`src/rtl/periph_pkg.sv`:
```
// Shared definitions for memory-mapped peripherals: register offsets, CON bit
// positions and the UART receiver state encoding.
package periph_pkg;

  localparam logic [31:0] RXD_OFF = 32'h0000_0000;
  localparam logic [31:0] CON_OFF = 32'h0000_0004;

  localparam int unsigned CON_RX_VALID  = 0;
  localparam int unsigned CON_OVERRUN   = 1;
  localparam int unsigned CON_FRAME_ERR = 2;
  localparam int unsigned CON_IRQ_EN    = 3;

  typedef enum logic [2:0] {
    StIdle  = 3'd0,
    StStart = 3'd1,
    StData  = 3'd2,
    StStop  = 3'd3,
    StBreak = 3'd4
  } rx_state_e;

  // Word-granular address match; byte lanes are not decoded.
  function automatic logic word_hit(input logic [31:0] addr, input logic [31:0] reg_addr);
    return addr[31:2] == reg_addr[31:2];
  endfunction

endpackage

```
`src/rtl/uart_rx_port_if.sv`:
```
// Peripheral bus seen by the UART receiver: CPU drives strobes, address and
// write data; the peripheral returns combinational read data.
interface uart_rx_port_if;
  logic        rd;
  logic        wr;
  logic [31:0] addr;
  logic [31:0] wdata;
  logic [31:0] rdata;

  modport master (
    output rd,
    output wr,
    output addr,
    output wdata,
    input  rdata
  );

  modport slave (
    input  rd,
    input  wr,
    input  addr,
    input  wdata,
    output rdata
  );
endinterface

```
`src/rtl/uart_baud_tick.sv`:
```
// Free-running divider producing a one-clk tick every BAUD_DIV cycles; held at
// zero while clr is asserted so the first tick lands a full period after clr drops.
module uart_baud_tick #(
  parameter int unsigned BAUD_DIV = 27
) (
  input  logic clk,
  input  logic reset,
  input  logic clr,
  output logic tick
);

  localparam int unsigned CntW = (BAUD_DIV > 1) ? $clog2(BAUD_DIV) : 1;
  localparam logic [CntW-1:0] CntMax = CntW'(BAUD_DIV - 1);

  logic [CntW-1:0] cnt_q, cnt_d;

  assign tick = (cnt_q == CntMax);

  always_comb begin
    cnt_d = cnt_q + CntW'(1);
    if (clr || tick) begin
      cnt_d = '0;
    end
  end

  always_ff @(posedge clk or posedge reset) begin
    if (reset) begin
      cnt_q <= '0;
    end else begin
      cnt_q <= cnt_d;
    end
  end

endmodule

```
`src/rtl/uart_rx_port.sv`:
```
// Memory-mapped 8N1 UART receiver: 16x oversampling FSM, one-byte holding
// register with overrun/framing status and a level interrupt.
module uart_rx_port
  import periph_pkg::*;
#(
  parameter int unsigned BAUD_DIV  = 27,
  parameter logic [31:0] BASE_ADDR = 32'h4000_0018
) (
  input  logic           clk,
  input  logic           reset,
  uart_rx_port_if.slave  bus,
  input  logic           uart_rx,
  output logic           irq
);

  localparam logic [31:0] RxdAddr = BASE_ADDR + RXD_OFF;
  localparam logic [31:0] ConAddr = BASE_ADDR + CON_OFF;

  logic      rx_meta_q, rx_sync_q;
  rx_state_e state_q, state_d;
  logic [3:0] sub_q, sub_d;
  logic [2:0] bit_q, bit_d;
  logic [7:0] shreg_q, shreg_d;
  logic       deliver_q, deliver_d;
  logic       ferr_set;
  logic       tick, tick_clr;

  logic [7:0] rx_data_q, rx_data_d;
  logic       rx_valid_q, rx_valid_d;
  logic       overrun_q, overrun_d;
  logic       frame_err_q, frame_err_d;
  logic       irq_en_q, irq_en_d;
  logic       irq_q;

  logic rxd_hit, con_hit, rd_rxd, con_wr;
  logic unused_bus_bits;

  assign unused_bus_bits = ^{bus.addr[1:0], bus.wdata[31:4], bus.wdata[0]};

  always_ff @(posedge clk or posedge reset) begin
    if (reset) begin
      rx_meta_q <= 1'b1;
      rx_sync_q <= 1'b1;
    end else begin
      rx_meta_q <= uart_rx;
      rx_sync_q <= rx_meta_q;
    end
  end

  assign tick_clr = (state_q == StIdle);

  uart_baud_tick #(
    .BAUD_DIV (BAUD_DIV)
  ) u_baud_tick (
    .clk   (clk),
    .reset (reset),
    .clr   (tick_clr),
    .tick  (tick)
  );

  always_comb begin
    state_d   = state_q;
    sub_d     = sub_q;
    bit_d     = bit_q;
    shreg_d   = shreg_q;
    deliver_d = 1'b0;
    ferr_set  = 1'b0;
    unique case (state_q)
      StIdle: begin
        sub_d = '0;
        bit_d = '0;
        if (!rx_sync_q) begin
          state_d = StStart;
        end
      end
      StStart: begin
        if (tick) begin
          sub_d = sub_q + 4'd1;
          // Mid start bit: a high line here was only a glitch.
          if (sub_q == 4'd7) begin
            sub_d   = '0;
            bit_d   = '0;
            state_d = rx_sync_q ? StIdle : StData;
          end
        end
      end
      StData: begin
        if (tick) begin
          sub_d = sub_q + 4'd1;
          if (sub_q == 4'd15) begin
            shreg_d = {rx_sync_q, shreg_q[7:1]};
            bit_d   = bit_q + 3'd1;
            if (bit_q == 3'd7) begin
              state_d = StStop;
            end
          end
        end
      end
      StStop: begin
        if (tick) begin
          sub_d = sub_q + 4'd1;
          if (sub_q == 4'd15) begin
            if (rx_sync_q) begin
              deliver_d = 1'b1;
              state_d   = StIdle;
            end else begin
              ferr_set = 1'b1;
              state_d  = StBreak;
            end
          end
        end
      end
      StBreak: begin
        if (rx_sync_q) begin
          state_d = StIdle;
        end
      end
      default: state_d = StIdle;
    endcase
  end

  always_ff @(posedge clk or posedge reset) begin
    if (reset) begin
      state_q   <= StIdle;
      sub_q     <= '0;
      bit_q     <= '0;
      shreg_q   <= '0;
      deliver_q <= 1'b0;
    end else begin
      state_q   <= state_d;
      sub_q     <= sub_d;
      bit_q     <= bit_d;
      shreg_q   <= shreg_d;
      deliver_q <= deliver_d;
    end
  end

  assign rxd_hit = word_hit(bus.addr, RxdAddr);
  assign con_hit = word_hit(bus.addr, ConAddr);
  assign rd_rxd  = bus.rd & rxd_hit;
  assign con_wr  = bus.wr & con_hit;

  // Read clear goes first so a same-cycle delivery reloads instead of overrunning;
  // hardware sets come after W1C so they win.
  always_comb begin
    rx_data_d   = rx_data_q;
    rx_valid_d  = rx_valid_q;
    overrun_d   = overrun_q;
    frame_err_d = frame_err_q;
    irq_en_d    = irq_en_q;
    if (rd_rxd) begin
      rx_valid_d = 1'b0;
    end
    if (con_wr) begin
      irq_en_d = bus.wdata[CON_IRQ_EN];
      if (bus.wdata[CON_OVERRUN]) begin
        overrun_d = 1'b0;
      end
      if (bus.wdata[CON_FRAME_ERR]) begin
        frame_err_d = 1'b0;
      end
    end
    if (ferr_set) begin
      frame_err_d = 1'b1;
    end
    if (deliver_q) begin
      if (rx_valid_d) begin
        overrun_d = 1'b1;
      end else begin
        rx_data_d  = shreg_q;
        rx_valid_d = 1'b1;
      end
    end
  end

  always_ff @(posedge clk or posedge reset) begin
    if (reset) begin
      rx_data_q   <= '0;
      rx_valid_q  <= 1'b0;
      overrun_q   <= 1'b0;
      frame_err_q <= 1'b0;
      irq_en_q    <= 1'b0;
      irq_q       <= 1'b0;
    end else begin
      rx_data_q   <= rx_data_d;
      rx_valid_q  <= rx_valid_d;
      overrun_q   <= overrun_d;
      frame_err_q <= frame_err_d;
      irq_en_q    <= irq_en_d;
      irq_q       <= irq_en_q & rx_valid_q;
    end
  end

  assign irq = irq_q;

  always_comb begin
    bus.rdata = '0;
    if (bus.rd) begin
      if (rxd_hit) begin
        bus.rdata = {24'b0, rx_data_q};
      end else if (con_hit) begin
        bus.rdata[CON_RX_VALID]  = rx_valid_q;
        bus.rdata[CON_OVERRUN]   = overrun_q;
        bus.rdata[CON_FRAME_ERR] = frame_err_q;
        bus.rdata[CON_IRQ_EN]    = irq_en_q;
      end
    end
  end

endmodule

```
`src/flat_wrapper.sv`:
```
// flat-port wrapper written by rule: the top's interface ports become plain ports
module uart_rx_port_flat import periph_pkg::*;
#(
  parameter int unsigned BAUD_DIV  = 27,
  parameter logic [31:0] BASE_ADDR = 32'h4000_0018
)
  (clk, reset, uart_rx, irq, bus_rd, bus_wr, bus_addr, bus_wdata, bus_rdata);
  uart_rx_port_if bus_i ();
  input  logic clk;
  input  logic reset;
  input  logic uart_rx;
  output logic irq;
  input wire logic [$bits(bus_i.rd)-1:0] bus_rd;
  input wire logic [$bits(bus_i.wr)-1:0] bus_wr;
  input wire logic [$bits(bus_i.addr)-1:0] bus_addr;
  input wire logic [$bits(bus_i.wdata)-1:0] bus_wdata;
  output wire logic [$bits(bus_i.rdata)-1:0] bus_rdata;
  assign bus_i.rd = bus_rd;
  assign bus_i.wr = bus_wr;
  assign bus_i.addr = bus_addr;
  assign bus_i.wdata = bus_wdata;
  assign bus_rdata = bus_i.rdata;
  uart_rx_port #(.BAUD_DIV(BAUD_DIV), .BASE_ADDR(BASE_ADDR)) u_core (.clk(clk), .reset(reset), .bus(bus_i), .uart_rx(uart_rx), .irq(irq));
endmodule
```
`config.mk`:
```
export PLATFORM = sky130hd
export DESIGN_NAME = uart_rx_port_flat
export DESIGN_NICKNAME = d
export VERILOG_FILES = /design/src/rtl/periph_pkg.sv /design/src/rtl/uart_rx_port_if.sv /design/src/rtl/uart_baud_tick.sv /design/src/rtl/uart_rx_port.sv /design/src/flat_wrapper.sv
export SDC_FILE = /design/constraint.sdc
export NUM_CORES = 1
export LEC_CHECK = 0
export CELL_PAD_IN_SITES_DETAIL_PLACEMENT = 0
export CELL_PAD_IN_SITES_GLOBAL_PLACEMENT = 1
export CORE_MARGIN = 2
export CORE_UTILIZATION = 34
export CTS_CLUSTER_SIZE = 30
export DETAILED_ROUTE_END_ITERATION = 10
export PLACE_DENSITY_LB_ADDON = 0.1
export SKIP_CTS_REPAIR_TIMING = 1
export SLEW_MARGIN = 0
export SYNTH_ARGS = -nofsm -noshare
export SYNTH_HDL_FRONTEND = slang
export SYNTH_HIERARCHICAL = 1
export SYNTH_SLANG_ARGS = --single-unit
```
`constraint.sdc`:
```
create_clock -name clk -period 6 [get_ports clk]
set_input_delay 0.9 -clock clk [delete_from_list [all_inputs] [get_ports clk]]
set_output_delay 0.9 -clock clk [all_outputs]
set_load 0.02 [all_outputs]
```
==> results.txt, run 1 <==
TritonCTS clock tree: yes
Sum of negative setup slack: 0 ps
Pin count of the biggest net entering global routing: 35
Number of clock buffers inserted by TritonCTS: 5
Worst Reg-to-Reg Cells: 6
Data required time of the critical path: 5100 ps
Result of the run: complete, no violations
Type of origin of the critical path: input port
Most frequent cell after synthesis: dfrtp_1
WL final: 4.78 mm
Cell Count, Final, Fillers Out: 349
Core occupancy in the finished layout: 42.6%
Met3 Track Usage GR: 4.10%
WHS Endpoint: u_core/rx_sync_q
Compound-Gate Fraction of Synth Area: 12.7%
Dominant synthesized flop cell: dfrtp_1
Syn Inst Count: 225
Worst reg2reg path endpoint: u_core/shreg_q[3]
Min Clock Period, post-route: 4570 ps
Worst min-delay path class: reg2reg
Total power per unit cell area: 191 nW/um^2
First-pass GRT wire length: 8.14 mm
Initial Util: 34.6%
Simple-Gate Fraction of Synth Area: 23.0%
Xor-xnor portion of the synthesized cell area: 0.377%
Data arrival time of the critical path: 3670 ps
Setup repair after global routing missed its margin: false
Max-slew headroom at the worst pin: 28.1%
Area fraction of the dominant cell type after synthesis: 39.8%
Number of levels the H-tree was split into: 2
Max Cap Viol: 0
Pre-antenna DRT Iters: 4
Buffer depth of the longest clock path: 2
Post-synthesis register bit count: 39
Library cell occupying the most area in the post-synthesis netlist: dfrtp_1
Met2 layer usage reported by global route: 18.7%
Buffers on Ports: 46
Worst Hold Launch: u_core/rx_meta_q
Placed insts: 341
Highest net fanout along the worst path: 12
Number of enable-type register cells in the synthesized netlist: 0
Hold slack: 354 ps
Total DRC errors in the routed layout: 0
Post-detailed-placement half-perimeter wirelength: 3.47 mm
Worst reg2reg startpoint: u_core/u_baud_tick/cnt_q[0]
Vias in the first global route: 1597
Number of top-level design ports: 102
Area of the die: 7520 sq um
Chip width: 86.7 um
Combined global-route utilization of all metal layers: 13.5%
Worst supply voltage drop on vdd: 133 uV
Standard-cell rows: 30
Clock latency at the later pin of the worst-skew pair: 290 ps
Largest clock skew in the final design: 6.77 ps
GRT overflow: 0
Placeable core area: 6720 sq um
Post-layout total power: 548 uW
Share of async-settable or async-resettable flops after synthesis: 100%
Ratio of cells with drive above 1 in the final layout: 13.8%
CP Class: in2out
Proportion of synthesized area in mux cells: 6.99%
Max-slew violation total from the final report: 0
Layout area overhead: 23.0%
Slowest library cell on the worst path: or4_4
Gp weighted congestion: 0.688
First DRT Iteration DRCs: 77
Netlist Area Pre-Place: 2330 sq um
Count of synthesis-stage warnings from yosys: 6
Adder-cell area share of the yosys netlist: 2.69%
Leading post-synthesis cells by cell area: dfrtp_1 40%, buf_4 8.1%, o211ai_1 5.2%, mux2_2 4.8%, nand2b_1 3.2%
Highest clock frequency the design can meet: 0.219 GHz
Final critical-path share of the clock period: 76.2%
Final ANT Viol Nets: 0
Number of unique standard cell types used by synthesis: 47
Type of destination of the critical path: output pin
Fill cells: 643
Met1 capacity usage during global routing: 20.3%
Number of antenna cells inserted: 0
Dominant combinational cell family by area after synthesis: simple AND/OR/NAND/NOR gates
Number of nets in the finished design: 342
Leading cell types by count after synthesis: 37 x dfrtp_1, 25 x buf_4, 16 x o211ai_1
CP Cell Sequence: clkdlybuf4s50_1, nor4b_2, nand4_1, or4_4, nor2_1, clkdlybuf4s50_1
Average wire per cell in the routed design: 13.7 um
Cell seen most often among critical-path stages: clkdlybuf4s50_1
Die boundary height: 86.7 um
Least-Margin Pin Slew: 1080 ps
R2R Setup Slk: 3110 ps
Clk pin slew, worst setup/hold paths: 80 ps
Sinks on Clock Net: 39
Detail-routed via count per cell: 4.98
Total of endpoints with negative setup slack in the final report: 0
Vias: 1739
Clk root buf: clkbuf_8
Number of instances on the worst hold path: 0
Hold violation total from the final report: 0
Share of the yosys chip area belonging to registers: 42.1%
Leakage: 1.24 nW
Largest stage delay on the critical path: 720 ps
Antenna violations before repair: 0
Most used routing layer: met1
Avg Inst Size Synth: 10.3 sq um
## critical path: cells and delay by family
family	cells	cell delay, ps
buf+inv	2	1050
simple gates	4	1710
## through the flow
stage	area, sq um	setup slack (ps)
finish	2860	1430
global route	2860	1260
CTS	2860	1440
detailed placement	2740	1440
global placement	2740	1400
floorplan	2410	2920
## worst max path at each step
| stage | start | end | slack (ps) | cells past startpoint |
|---|---|---|---|---|
| 2_1_floorplan | bus_addr[15] | bus_rdata[0] | 2920 | 4 |
| 3_3_place_gp | bus_addr[15] | bus_rdata[2] | 1400 | 6 |
| 3_5_place_dp | bus_addr[15] | bus_rdata[1] | 1440 | 6 |
| 4_1_cts | bus_addr[15] | bus_rdata[1] | 1440 | 6 |
| 5_1_grt | bus_addr[15] | bus_rdata[1] | 1260 | 6 |
| 6_report | bus_addr[15] | bus_rdata[1] | 1430 | 6 |
## registers in the layout, summed over array words and instances, names as in the netlist, 3 cells and up
register	cells
u_core/bit_q	3
u_core/shreg_q	8
u_core/rx_data_q	8
u_core/sub_q	4
u_core/u_baud_tick/cnt_q	5
u_core/state_q	3
## cell type report
class	count	area [sq um]	area share, %
Multi-Input combinational cell	165	1160	40.4
Sequential cell	39	978	34.2
Timing Repair Buffer	47	468	16.4
Tap cell	80	100	3.50
Clock buffer	6	82.6	2.89
Inverter	10	37.5	1.31
Clock inverter	2	38.8	1.36
## report_power, final
group,internal (mW),switching [mW],leakage (nW)
Sequential,0.264,0.000577,0.466
Combinational,0.0244,0.0260,0.708
Clock,0.137,0.0960,0.0618
## metal layers
metal | wire length, um | vias to the layer above
li1 | - | 856
met1 | 2410 | 823
met2 | 2000 | 54
met3 | 309 | 6
met4 | 59 | 0
met5 | 0 | -
## cell families (layout without fill, tap and decap cells)
logic type	after synthesis	after routing
other	1	24
buffers and inverters	44	65
multiplexers	15	15
AO/OA/AOI/OAI	40	40
flip-flops	39	39
XOR/XNOR	1	1
adder cells (fa/ha/maj)	5	5
AND/OR/NAND/NOR	80	80
## layout by cell type (no fill, tap or decap), types with 3 or more instances in the layout
cell type and instances:
nand4_1 3, nor4b_2 3, nand2b_1 12, o21ai_0 3
o21bai_1 3, nor2_1 9, mux2i_1 5, clkdlybuf4s50_1 46
nor3_1 9, a21oi_1 6, and4_1 4, ha_1 5
nand3_1 4, inv_1 10, nor4_2 4, o211ai_1 16
nand2_1 14, clkbuf_8 6, conb_1 24, dfrtp_1 37
mux2_2 10, and3_1 7
Power figures use the tool's default switching activity.
==> run 2, diff against run 1 <==
Settings changed: CORE_UTILIZATION 34 to 31.
Clock period 6 ns to 4.6 ns, I/O delays scaled along.
==> results.txt, run 2 (synthesized netlist as in run 1, its figures left out) <==
Chip width: 90.6 um (was 86.7 um)
Design internal power: 593 uW (was 425 uW)
Total power per unit cell area: 258 nW/um^2 (was 191 nW/um^2)
Post-layout total power: 749 uW (was 548 uW)
Number of top-level design ports: 102 (unchanged)
Total of endpoints with negative setup slack in the final report: 0 (unchanged)
Min Clock Period, post-route: 3790 ps
Setup repair after global routing missed its margin: false (unchanged)
Net switching power: 156 uW (was 123 uW)
Commonest cells after routing, fill and taps aside: 46 x clkdlybuf4s50_1, 37 x dfrtp_1, 24 x conb_1, 16 x o211ai_1, 14 x nand2_1 (unchanged)
CP Cell Sequence: clkdlybuf4s50_1, nor4b_2, nand4_1, buf_4, or4_4, nor2_1, clkdlybuf4s50_1 (was clkdlybuf4s50_1, nor4b_2, nand4_1, or4_4, nor2_1, clkdlybuf4s50_1)
Clk pin slew, worst setup/hold paths: 70 ps (was 80 ps)
Largest registers: u_core/rx_data_q (8), u_core/shreg_q (8), u_core/u_baud_tick/cnt_q (5) (unchanged)
Highest clock frequency the design can meet: 0.264 GHz
Buffer depth of the longest clock path: 2 (unchanged)
Clk network pwr share: 45.1% (was 42.5%)
Final ANT Viol Nets: 0 (unchanged)
Combined global-route utilization of all metal layers: 13.0% (was 13.5%)
Cell seen most often among critical-path stages: clkdlybuf4s50_1 (unchanged)
TritonCTS clock tree: yes (unchanged)
Sw Ratio: 20.8% (was 22.4%)
Cell Count, Final, Fillers Out: 369 (was 349)
Result of the run: complete, no violations (unchanged)
Standard-cell rows: 31 (was 30)
Layout area overhead: 24.9% (was 23.0%)
Antenna violations before repair: 0 (unchanged)
CP Class: in2out (unchanged)
Sinks on Clock Net: 39 (unchanged)
Average wire per cell in the routed design: 13.5 um (was 13.7 um)
Type of origin of the critical path: input port (unchanged)
Placed insts: 361 (was 341)
Worst min-delay path class: reg2reg (unchanged)
First DRT Iteration DRCs: 107 (was 77)
Data required time of the critical path: 3910 ps (was 5100 ps)
Initial Util: 32.1% (was 34.6%)
Largest clock skew in the final design: 8.04 ps (was 6.77 ps)
Max-slew headroom at the worst pin: 24.2% (was 28.1%)
Total DRC errors in the routed layout: 0 (unchanged)
Area of the die: 8210 sq um (was 7520 sq um)
Placeable core area: 7250 sq um (was 6720 sq um)
Hold slack: 359 ps (was 354 ps)
Combinational share of power: 8.8% (was 9.2%)
Most common cell after layout, fill and taps aside: clkdlybuf4s50_1 (unchanged)
Number of nets in the finished design: 343 (was 342)
Leakage: 1.24 nW (about the same)
Share of total power in sequential cells: 46.1% (was 48.3%)
Number of antenna cells inserted: 0 (unchanged)
Largest stage delay on the critical path: 620 ps (was 720 ps)
Final critical-path share of the clock period: 82.4%
Sum of negative setup slack: 0 ps (unchanged)
Worst supply voltage drop on vdd: 151 uV (was 133 uV)
Die boundary height: 90.6 um (was 86.7 um)
Max-slew violation total from the final report: 0 (unchanged)
Slowest library cell on the worst path: clkdlybuf4s50_1 (was or4_4)
WL final: 4.98 mm (was 4.78 mm)
Ratio of cells with drive above 1 in the final layout: 13.7% (was 13.8%)
Clk root buf: clkbuf_8 (unchanged)
Post-detailed-placement half-perimeter wirelength: 3.62 mm (was 3.47 mm)
Vias: 1744 (was 1739)
Number of buffers and inverters on the critical path: 3 (was 2)
Detail-routed via count per cell: 4.73 (was 4.98)
Clock latency at the later pin of the worst-skew pair: 290 ps (about the same)
Data arrival time of the critical path: 3100 ps (was 3670 ps)
Buffers on Ports: 46 (unchanged)
Pin count of the biggest net entering global routing: 35 (unchanged)
First-pass GRT wire length: 8.60 mm (was 8.14 mm)
Gp weighted congestion: 0.714 (was 0.688)
Number of levels the H-tree was split into: 2 (unchanged)
Hold violation total from the final report: 0 (unchanged)
Type of destination of the critical path: output pin (unchanged)
Max Cap Viol: 0 (unchanged)
Vias in the first global route: 1677 (was 1597)
Least-Margin Pin Slew: 1130 ps (was 1080 ps)
GRT overflow: 0 (unchanged)
Number of clock buffers inserted by TritonCTS: 5 (unchanged)
Highest net fanout along the worst path: 12 (unchanged)
Pre-antenna DRT Iters: 4 (unchanged)
Worst path top cell family by delay: buffers and inverters (was simple AND/OR/NAND/NOR gates)
==> run 2: changes by cell type in the layout (fill, tap and decap cells not counted) <==
cell and change:
inv_6 -1, buf_4 +1, clkbuf_1 +1, bufinv_16 +1
clkbuf_8 -1
==> run 2: power groups by stage <==
stage	Sequential, mW	Combinational [mW]	Clock, mW
2_1_floorplan	0.351	0.0454	0
5_1_grt	0.345	0.0716	0.366
6_report	0.345	0.0660	0.338
4_1_cts	0.345	0.0668	0.350
3_5_place_dp	0.352	0.0664	0
3_3_place_gp	0.352	0.0663	0
==> run 2: cell type report <==
cell class,instances,area [sq um]
fillers,733,4350
multi-input cells,165,1160
flip-flops and latches,39,978
repair buffers,48,475
well taps,99,124
clock buffers,6,72.6
clock inverters,2,60.1
inverters,10,37.5
==> run 2: worst paths after layout <==
kind                                        startpoint                           to  slack, ps  depth (start not counted)
setup / recovery                          bus_addr[15]                 bus_rdata[2]        810                          7
min in group asynchronous                        reset  u_core/u_baud_tick/cnt_q[4]        620                          2
hold / removal                        u_core/rx_meta_q             u_core/rx_sync_q        360                          0
setup reg to reg           u_core/u_baud_tick/cnt_q[0]            u_core/shreg_q[7]       1660                          6
hold reg to reg                       u_core/rx_meta_q             u_core/rx_sync_q        360                          0
max in group asynchronous                        reset             u_core/rx_meta_q       3420                          3
==> run 2: layer usage <==
layer	vias to the layer above	track usage, %	routed length [um]
met3	5	4.09	362
met4	0	3.85	57
met1	817	18.9	2450
li1	857	-	-
met2	65	18.3	2110
met5	-	0	0
==> run 2: per-stage QoR <==
stage / instance area [sq um] / util (%) / setup WS (ps)
after CTS: 2900 / 40.0 / 820
after floorplan: 2410 / - / 1940
after detailed placement: 2770 / 38.2 / 823
after global routing: 2900 / 40.0 / 678
final: 2900 / 40.0 / 811
after global placement: 2770 / 38.2 / 773
